<file path="config.mk">
export PLATFORM = sky130hd
export DESIGN_NAME = multicycle_controller
export DESIGN_NICKNAME = d
export VERILOG_FILES = /design/src/rtl/multicycle_controller.sv
export SDC_FILE = /design/constraint.sdc
export NUM_CORES = 1
export LEC_CHECK = 0
export CAP_MARGIN = 10
export CORE_MARGIN = 2
export CORE_UTILIZATION = 37
export DETAILED_ROUTE_END_ITERATION = 12
export GPL_ROUTABILITY_DRIVEN = 0
export PLACE_DENSITY = 0.9
export SETUP_SLACK_MARGIN = 0.05
export SLEW_MARGIN = 40
export SYNTH_ARGS = -nofsm -noshare
export SYNTH_HDL_FRONTEND = slang
export SYNTH_SLANG_ARGS = --single-unit
</file>
<file path="constraint.sdc">
create_clock -name clk -period 2.1 [get_ports clk]
set_input_delay 0.315 -clock clk [delete_from_list [all_inputs] [get_ports clk]]
set_output_delay 0.315 -clock clk [all_outputs]
set_load 0.03 [all_outputs]
</file>
<file path="src/rtl/multicycle_controller.sv">
// Sequencing controller for the multicycle RV32I core.
// A Moore FSM steps each instruction through fetch/decode/execute/memory/
// writeback and drives the shared-datapath selects and write enables.
//
// Memory handshake: the controller holds its address/strobe outputs steady
// in FETCH, MEMREAD and MEMWRITE; mem_ready=1 in one of those states means the
// memory finished the access this cycle, and the FSM leaves on that edge.
// mem_ready is ignored in every other state.
module multicycle_controller (
  input  logic       clk,
  input  logic       reset,
  input  logic [6:0] op,
  input  logic [2:0] funct3,
  input  logic       funct7b5,
  input  logic       zero,
  input  logic       mem_ready,
  output logic       PCWrite,
  output logic       AdrSrc,
  output logic       MemWrite,
  output logic       IRWrite,
  output logic [1:0] ResultSrc,
  output logic [1:0] ALUSrcA,
  output logic [1:0] ALUSrcB,
  output logic [1:0] ImmSrc,
  output logic [2:0] ALUControl,
  output logic       RegWrite,
  output logic       illegal,
  output logic [3:0] state
);

  typedef enum logic [3:0] {
    S_FETCH    = 4'd0,
    S_DECODE   = 4'd1,
    S_MEMADR   = 4'd2,
    S_MEMREAD  = 4'd3,
    S_MEMWB    = 4'd4,
    S_MEMWRITE = 4'd5,
    S_EXECUTER = 4'd6,
    S_ALUWB    = 4'd7,
    S_EXECUTEI = 4'd8,
    S_JAL      = 4'd9,
    S_BEQ      = 4'd10
  } state_t;

  localparam logic [6:0] OP_LOAD   = 7'b0000011;
  localparam logic [6:0] OP_STORE  = 7'b0100011;
  localparam logic [6:0] OP_RTYPE  = 7'b0110011;
  localparam logic [6:0] OP_ITYPE  = 7'b0010011;
  localparam logic [6:0] OP_JAL    = 7'b1101111;
  localparam logic [6:0] OP_BRANCH = 7'b1100011;

  // ALUOp: 00 add, 01 sub, 10 decode from funct fields
  localparam logic [1:0] ALUOP_ADD  = 2'b00;
  localparam logic [1:0] ALUOP_SUB  = 2'b01;
  localparam logic [1:0] ALUOP_FUNC = 2'b10;

  state_t     state_q;
  state_t     state_d;
  logic [1:0] alu_op;
  logic       pc_update;
  logic       branch;

  // State register; reset returns to FETCH without waiting for a clock edge
  always_ff @(posedge clk or posedge reset) begin
    if (reset) begin
      state_q <= S_FETCH;
    end else begin
      state_q <= state_d;
    end
  end

  assign state = state_q;

  // Next-state and per-state datapath controls (Moore, plus mem_ready gating)
  always_comb begin
    state_d   = S_FETCH;
    AdrSrc    = 1'b0;
    MemWrite  = 1'b0;
    IRWrite   = 1'b0;
    ResultSrc = 2'b00;
    ALUSrcA   = 2'b00;
    ALUSrcB   = 2'b00;
    alu_op    = ALUOP_ADD;
    RegWrite  = 1'b0;
    illegal   = 1'b0;
    pc_update = 1'b0;
    branch    = 1'b0;
    case (state_q)
      S_FETCH: begin
        // PC+4 is computed while the instruction is read
        AdrSrc    = 1'b0;
        ALUSrcA   = 2'b00;
        ALUSrcB   = 2'b10;
        alu_op    = ALUOP_ADD;
        ResultSrc = 2'b10;
        IRWrite   = mem_ready;
        pc_update = mem_ready;
        state_d   = mem_ready ? S_DECODE : S_FETCH;
      end
      S_DECODE: begin
        // OldPC + imm: branch/jump target is ready before execute
        ALUSrcA = 2'b01;
        ALUSrcB = 2'b01;
        alu_op  = ALUOP_ADD;
        case (op)
          OP_LOAD, OP_STORE: state_d = S_MEMADR;
          OP_RTYPE:          state_d = S_EXECUTER;
          OP_ITYPE:          state_d = S_EXECUTEI;
          OP_JAL:            state_d = S_JAL;
          OP_BRANCH:         state_d = S_BEQ;
          default: begin
            illegal = 1'b1;
            state_d = S_FETCH;
          end
        endcase
      end
      S_MEMADR: begin
        ALUSrcA = 2'b10;
        ALUSrcB = 2'b01;
        alu_op  = ALUOP_ADD;
        state_d = (op == OP_LOAD) ? S_MEMREAD : S_MEMWRITE;
      end
      S_MEMREAD: begin
        AdrSrc    = 1'b1;
        ResultSrc = 2'b00;
        state_d   = mem_ready ? S_MEMWB : S_MEMREAD;
      end
      S_MEMWB: begin
        ResultSrc = 2'b01;
        RegWrite  = 1'b1;
        state_d   = S_FETCH;
      end
      S_MEMWRITE: begin
        // Strobe stays high until the memory accepts the write
        AdrSrc    = 1'b1;
        ResultSrc = 2'b00;
        MemWrite  = 1'b1;
        state_d   = mem_ready ? S_FETCH : S_MEMWRITE;
      end
      S_EXECUTER: begin
        ALUSrcA = 2'b10;
        ALUSrcB = 2'b00;
        alu_op  = ALUOP_FUNC;
        state_d = S_ALUWB;
      end
      S_EXECUTEI: begin
        ALUSrcA = 2'b10;
        ALUSrcB = 2'b01;
        alu_op  = ALUOP_FUNC;
        state_d = S_ALUWB;
      end
      S_ALUWB: begin
        ResultSrc = 2'b00;
        RegWrite  = 1'b1;
        state_d   = S_FETCH;
      end
      S_JAL: begin
        // Jump target from DECODE goes to PC; ALU forms OldPC+4 for rd
        ALUSrcA   = 2'b01;
        ALUSrcB   = 2'b10;
        alu_op    = ALUOP_ADD;
        ResultSrc = 2'b00;
        pc_update = 1'b1;
        state_d   = S_ALUWB;
      end
      S_BEQ: begin
        // rs1 - rs2 sets zero in this same cycle; target sits in ALUOut
        ALUSrcA   = 2'b10;
        ALUSrcB   = 2'b00;
        alu_op    = ALUOP_SUB;
        ResultSrc = 2'b00;
        branch    = 1'b1;
        state_d   = S_FETCH;
      end
      default: begin
        // Unreachable encodings recover to FETCH with every enable low
        state_d = S_FETCH;
      end
    endcase
  end

  assign PCWrite = pc_update | (branch & zero);

  // Immediate format depends only on the opcode
  always_comb begin
    ImmSrc = 2'b00;
    case (op)
      OP_STORE:  ImmSrc = 2'b01;
      OP_BRANCH: ImmSrc = 2'b10;
      OP_JAL:    ImmSrc = 2'b11;
      default:   ImmSrc = 2'b00;
    endcase
  end

  // ALU decoder, same encoding as the single-cycle core
  always_comb begin
    ALUControl = 3'b000;
    case (alu_op)
      ALUOP_ADD: ALUControl = 3'b000;
      ALUOP_SUB: ALUControl = 3'b001;
      ALUOP_FUNC: begin
        case (funct3)
          // sub only for R-type (op[5]=1); addi never subtracts
          3'b000:  ALUControl = (op[5] & funct7b5) ? 3'b001 : 3'b000;
          3'b010:  ALUControl = 3'b101;
          3'b110:  ALUControl = 3'b011;
          3'b111:  ALUControl = 3'b010;
          default: ALUControl = 3'b000;
        endcase
      end
      default: ALUControl = 3'b000;
    endcase
  end

endmodule

</file>
==> out/metrics.yaml, run 1 <==
critPathLaunch: "state[1]"
violations: "negative setup slack"
synthDistinctLibCells: 37
syn_area_per_cell_um2: 6.67
drt_drc_violations_left: 0
netSwitchingFraction_pct: 47.5
grt_pass1_vias: 945
fp.dieH_um: 45.0
final_nets: 163
fp.dieArea_mm2: 0.00202
period_share_pct: 100
cts_tree: "built"
slew_viol_final: 0
setup_slack_ns: -0.00478
clock_tree.buffer_depth: 2
clk_pin_slew_worst_paths_ns: 0.04
io-pin-count: 36
post_dp_cell_area_mm2: 0.00106
r2r-start: "state[2]"
critPathRequiredTime_ns: 1.78
yosysWarnings: 0
holdCritPathClass: "in2async"
multi_input_area_um2: 608
routedWlPerCell_um: 17.1
relSlewSlack_pct: 73.1
cp-end-kind: "output port"
nFillCells: 99
track_usage_pct: 28.8
tightest_slew_ns: 0.400
antenna_found_initial: 0
postLayoutCellArea_mm2: 0.00127
path_class: "reg2out"
htreeDepth: 1
grt_max_degree: 15
drtIter0Drc: 38
diodes: 0
first_pass_iters: 4
syn2layout_area_growth_pct: 104
worstPathMaxFanout: 7
irDropWorstVdd_mv: 0.438
hold_slack_ns: 0.237
p_int_uw: 325
rsz0062_at_grt: "true"
clock-sinks: 4
overflow: 0
vias: 1010
p_switching_uw: 294
hold_viol_final: 0
critPathLaunchType: "flop"
period_needed_ns: 2.10
start_util_pct: 40.3
p_seq_share_pct: 16.3
mostFrequentLayoutCells: "21 x buf_4, 17 x clkdlybuf4s50_1, 9 x nor2_1"
maxCapViolCount: 0
place_inst: 144
portBuffers: 35
pwr-share-comb_pct: 64.6
syn-cell-area_um2: 621
synth_nets: 110
clockRootBuffer: "clkbuf_4"
status: "finished, violations left"
fmax_mhz: 475
rows: 14
wl_um: 2750
pre_cts_ws_ns: 0.0462
p_per_area_mw_per_mm2: 488
setup_viol: 1
dp_hpwl_um: 1590
die_width_um: 45.0
fin_cells: 161
p_leak_nw: 0.569
fp.coreArea_mm2: 0.00154
postRouteAntennaNets: 0
clkPwrFrac_pct: 19.0
clk_latency_ns: 0.26
layout_commonest_cell: "buf_4"
p_total_uw: 619
vias_per_cell: 6.27
cts_buffers: 3
postSynthRegisterBits: 4
yosysSeqAreaShare_pct: 16.1
grt_pass1_wl_um: 4130
seq_area_um2: 105
worstPathArrival_ns: 1.79
clock_skew_ns: 0.00516
drive_gt1_share_pct: 40.7
syn_inst: 93
largest_reg_flops: 4
-- worst max-delay path, stage by stage, from the launching register on --
cell and delay (ns):
dfrtp_2 0.44, buf_6 0.13, nor2b_4 0.11, nand2_2 0.08, a21o_1 0.22, ha_4 0.16, a31oi_2 0.16, nor2_2 0.05
buf_4 0.16
-- final cells by class --
| cell class | count | area share, % |
|---|---|---|
| sequential | 4 | 8.29 |
| clock buffer | 4 | 2.07 |
| tap | 16 | 1.58 |
| multi-input combinational | 75 | 48.0 |
| timing repair buffer | 54 | 37.7 |
| inverter | 8 | 2.37 |
-- power by group through the flow --
stage	logic, mW	registers (mW)	clock network, mW
detailed placement	0.381	0.105	0
floorplan	0.209	0.113	0
global placement	0.377	0.103	0
finish	0.400	0.101	0.118
CTS	0.385	0.101	0.120
global route	0.420	0.103	0.130
-- cells by family after synthesis --
logic type | count (synthesis) | synth area share (%)
fa+ha+maj | 3 | 5.64
xor+xnor | 2 | 2.82
mux | 1 | 1.61
flops | 4 | 16.1
buf+inv | 14 | 8.67
compound gates | 22 | 24.0
simple gates | 47 | 41.1
-- stage by stage --
stage,utilization (%),setup TNS (ns)
global route,82.2,-0.113
global placement,68.7,0
CTS,79.2,0
floorplan,-,0
finish,82.2,-0.00478
detailed placement,68.7,0
-- synthesized netlist by cell type --
cell type,number,area share [%]
a211oi_1,3,3.6
nand3_1,3,2.4
o211ai_1,1,1.2
o311a_1,1,1.6
nor4_1,2,2.0
buf_2,1,0.81
mux2i_1,1,1.6
nand2_1,7,4.2
clkbuf_1,5,3.0
nor3b_1,2,2.4
nand2b_1,2,2.0
xnor2_1,1,1.4
xor2_1,1,1.4
a31oi_1,2,2.0
o32a_1,1,1.6
a21oi_1,3,2.4
nand2b_2,1,1.4
and3b_1,1,1.4
nand4_1,2,2.0
dfrtp_1,4,16
or3_1,1,1.0
nor2b_1,3,3.0
a21o_1,2,2.4
or4_1,1,1.2
or3_4,1,1.8
ha_1,2,4.0
inv_1,8,4.8
a31o_2,1,1.4
o21ai_0,6,4.8
and2_1,1,1.0
nor3_1,7,5.6
maj3_1,1,1.6
a41oi_1,1,1.4
nand4bb_1,1,1.8
and3_1,1,1.0
o311ai_1,1,1.4
nor2_1,11,6.7
-- layer usage --
| layer | global-route usage, % | part of all wire, % | vias to the layer above |
|---|---|---|---|
| met4 | 19.4 | 4.3 | 0 |
| met2 | 55.7 | 53 | 84 |
| met5 | 0 | 0 | - |
| met1 | 26.8 | 33 | 461 |
| met3 | 4.80 | 9.6 | 21 |
| li1 | - | - | 444 |
-- worst paths after layout --
check | endpoint | slack (ns) | cells after the start
max | ALUControl[0] | -0.005 | 8
min | state[2] | 0.24 | 2
max reg2reg | state[1] | 0.42 | 5
min reg2reg | state[0] | 0.80 | 2
max in group asynchronous | state[1] | 1.69 | 2
min in group clk | state[0] | 0.80 | 2
-- timing repair --
item	4_1_cts	5_1_grt
hold endpoints to repair	0	0
setup endpoints to repair	13	9
resized for setup	26	15
pin swaps	4	5
hold buffers	0	0
buffers inserted	12	1
Note: power is estimated with default switching activity, not from simulation.
==> inputs of run 2 (changes only) <==
Settings changed: SKIP_CTS_REPAIR_TIMING from default to 1.
==> run 2 against run 1 <==
Effect of this change: via count fell by 5.4%; clock skew is 0.0038 ns lower; non-clock buffer count did not move; register-to-register slack worse by 0.04 ns; the run still ends with negative setup slack left; flip-flop and latch count did not move; maximum frequency down 2.6%; total power rose by 2.3%; final area grew 0.69%.
==> out/metrics.yaml, run 2 (same netlist as run 1, synthesis figures left out) <==
status: "finished, violations left"
violations: "negative setup slack"
rsz0062_at_grt: "true"
slew_viol_final: 0
critPathBufInv: 2
drtIter0Drc: 43
first_pass_iters: 4
fp.dieArea_mm2: 0.00202
setup_slack_ns: -0.0606
r2r-end: "state[1]"
setup_viol: 2
portBuffers: 35
tightest_slew_ns: 0.411
relSlewSlack_pct: 72.3
fp.dieH_um: 45.0
critPathLaunchType: "flop"
path_class: "reg2out"
fp.coreArea_mm2: 0.00154
layout_commonest_cell: "buf_4"
path_cells: "inv_2, nor2_2, nand2_1, a21oi_1, ha_2, nand2_2, nor3_4, buf_6"
track_usage_pct: 22.8
vias_per_cell: 5.93
fmax_mhz: 463
p_per_area_mw_per_mm2: 496
holdCritPathClass: "in2async"
clockRootBuffer: "clkbuf_4"
maxCapViolCount: 0
r2r-start: "state[2]"
cp-end-kind: "output port"
overflow: 0
grt_util_met3_pct: 4.00
grt_pass1_vias: 799
clock_tree.buffer_depth: 2
mostFrequentLayoutCells: "21 x buf_4, 18 x clkdlybuf4s50_1, 10 x dlymetal6s2s_1"
clock-sinks: 4
slowest_delay_ns: 0.42
period_needed_ns: 2.16
diodes: 0
clk_latency_ns: 0.26
rows: 14
io-pin-count: 36
die_width_um: 45.0
worstPathArrival_ns: 1.85
vias: 955
drive_gt1_share_pct: 38.6
htreeDepth: 1
busiest_layer: "met2"
drt_drc_violations_left: 0
hold_viol_final: 0
rrSetupSlack_ns: 0.38
grt_max_degree: 17
p_leak_nw: 0.649
p_total_uw: 633
worstPathMaxFanout: 7
routedWlPerCell_um: 16.2
final_nets: 163
largest_reg_flops: 4
cts_buffers: 3
antenna_found_initial: 0
use_met1_pct: 23.2
wl_um: 2610
fin_util_pct: 82.8
slowest_stage: "dfrtp_2"
clock_skew_ns: 0.00137
start_util_pct: 40.3
cts_tree: "built"
syn2layout_area_growth_pct: 106
postRouteAntennaNets: 0
critPathRequiredTime_ns: 1.78
grt_use_met2_pct: 41.7
clk_pin_slew_worst_paths_ns: 0.05
irDropWorstVdd_mv: 0.385
grt_pass1_wl_um: 3310
critPathTopFamily: "simple AND/OR/NAND/NOR gates"
dp_hpwl_um: 1590
period_share_pct: 103
reg2reg_depth: 5
nFillCells: 94
run 2: final cells by class:
cell class,instances,area [µm²],area share [%]
Tap cell,16,20.0,1.57
Clock buffer,4,26.3,2.06
Multi-Input combinational cell,75,577,45.2
Inverter,8,32.5,2.55
Sequential cell,4,105,8.24
Timing Repair Buffer,54,515,40.4
run 2: routing by layer:
metal  vias to the layer above  part of all wire, %
li1                        444                    -
met1                       447                   37
met2                        57                   52
met3                         7                  8.9
met4                         0                  2.6
met5                         -                    0
run 2: metrics by stage:
step,instance area [µm²],setup slack [ns],cells,setup TNS [ns],hold WS (ns)
finish,1280,-0.0606,161,-0.0759,0.236
detailed placement,1060,0.0462,144,0,0.517
global placement,1060,0.131,144,0,0.502
global route,1280,-0.138,161,-0.276,0.278
floorplan,681,0.0327,93,0,0.0809
CTS,1080,-0.229,148,-1.14,0.244
run 2: worst max-delay path by stage:
stage          startpoint            end  slack (ns)  cells after the start
6_report         state[1]  ALUControl[2]       -0.06                      8
3_5_place_dp     state[1]  ALUControl[1]        0.05                      7
4_1_cts          state[1]  ALUControl[1]       -0.23                      7
5_1_grt          state[1]  ALUControl[2]       -0.14                      8
2_1_floorplan    state[1]  ALUControl[1]        0.03                      7
3_3_place_gp     state[3]  ALUControl[1]        0.13                      6
run 2: power by group:
part	leakage [nW]	switching [mW]	total (mW)	internal, mW
Sequential	0.0480	0.0164	0.102	0.0856
Combinational	0.586	0.225	0.409	0.185
Clock	0.0150	0.0496	0.122	0.0725
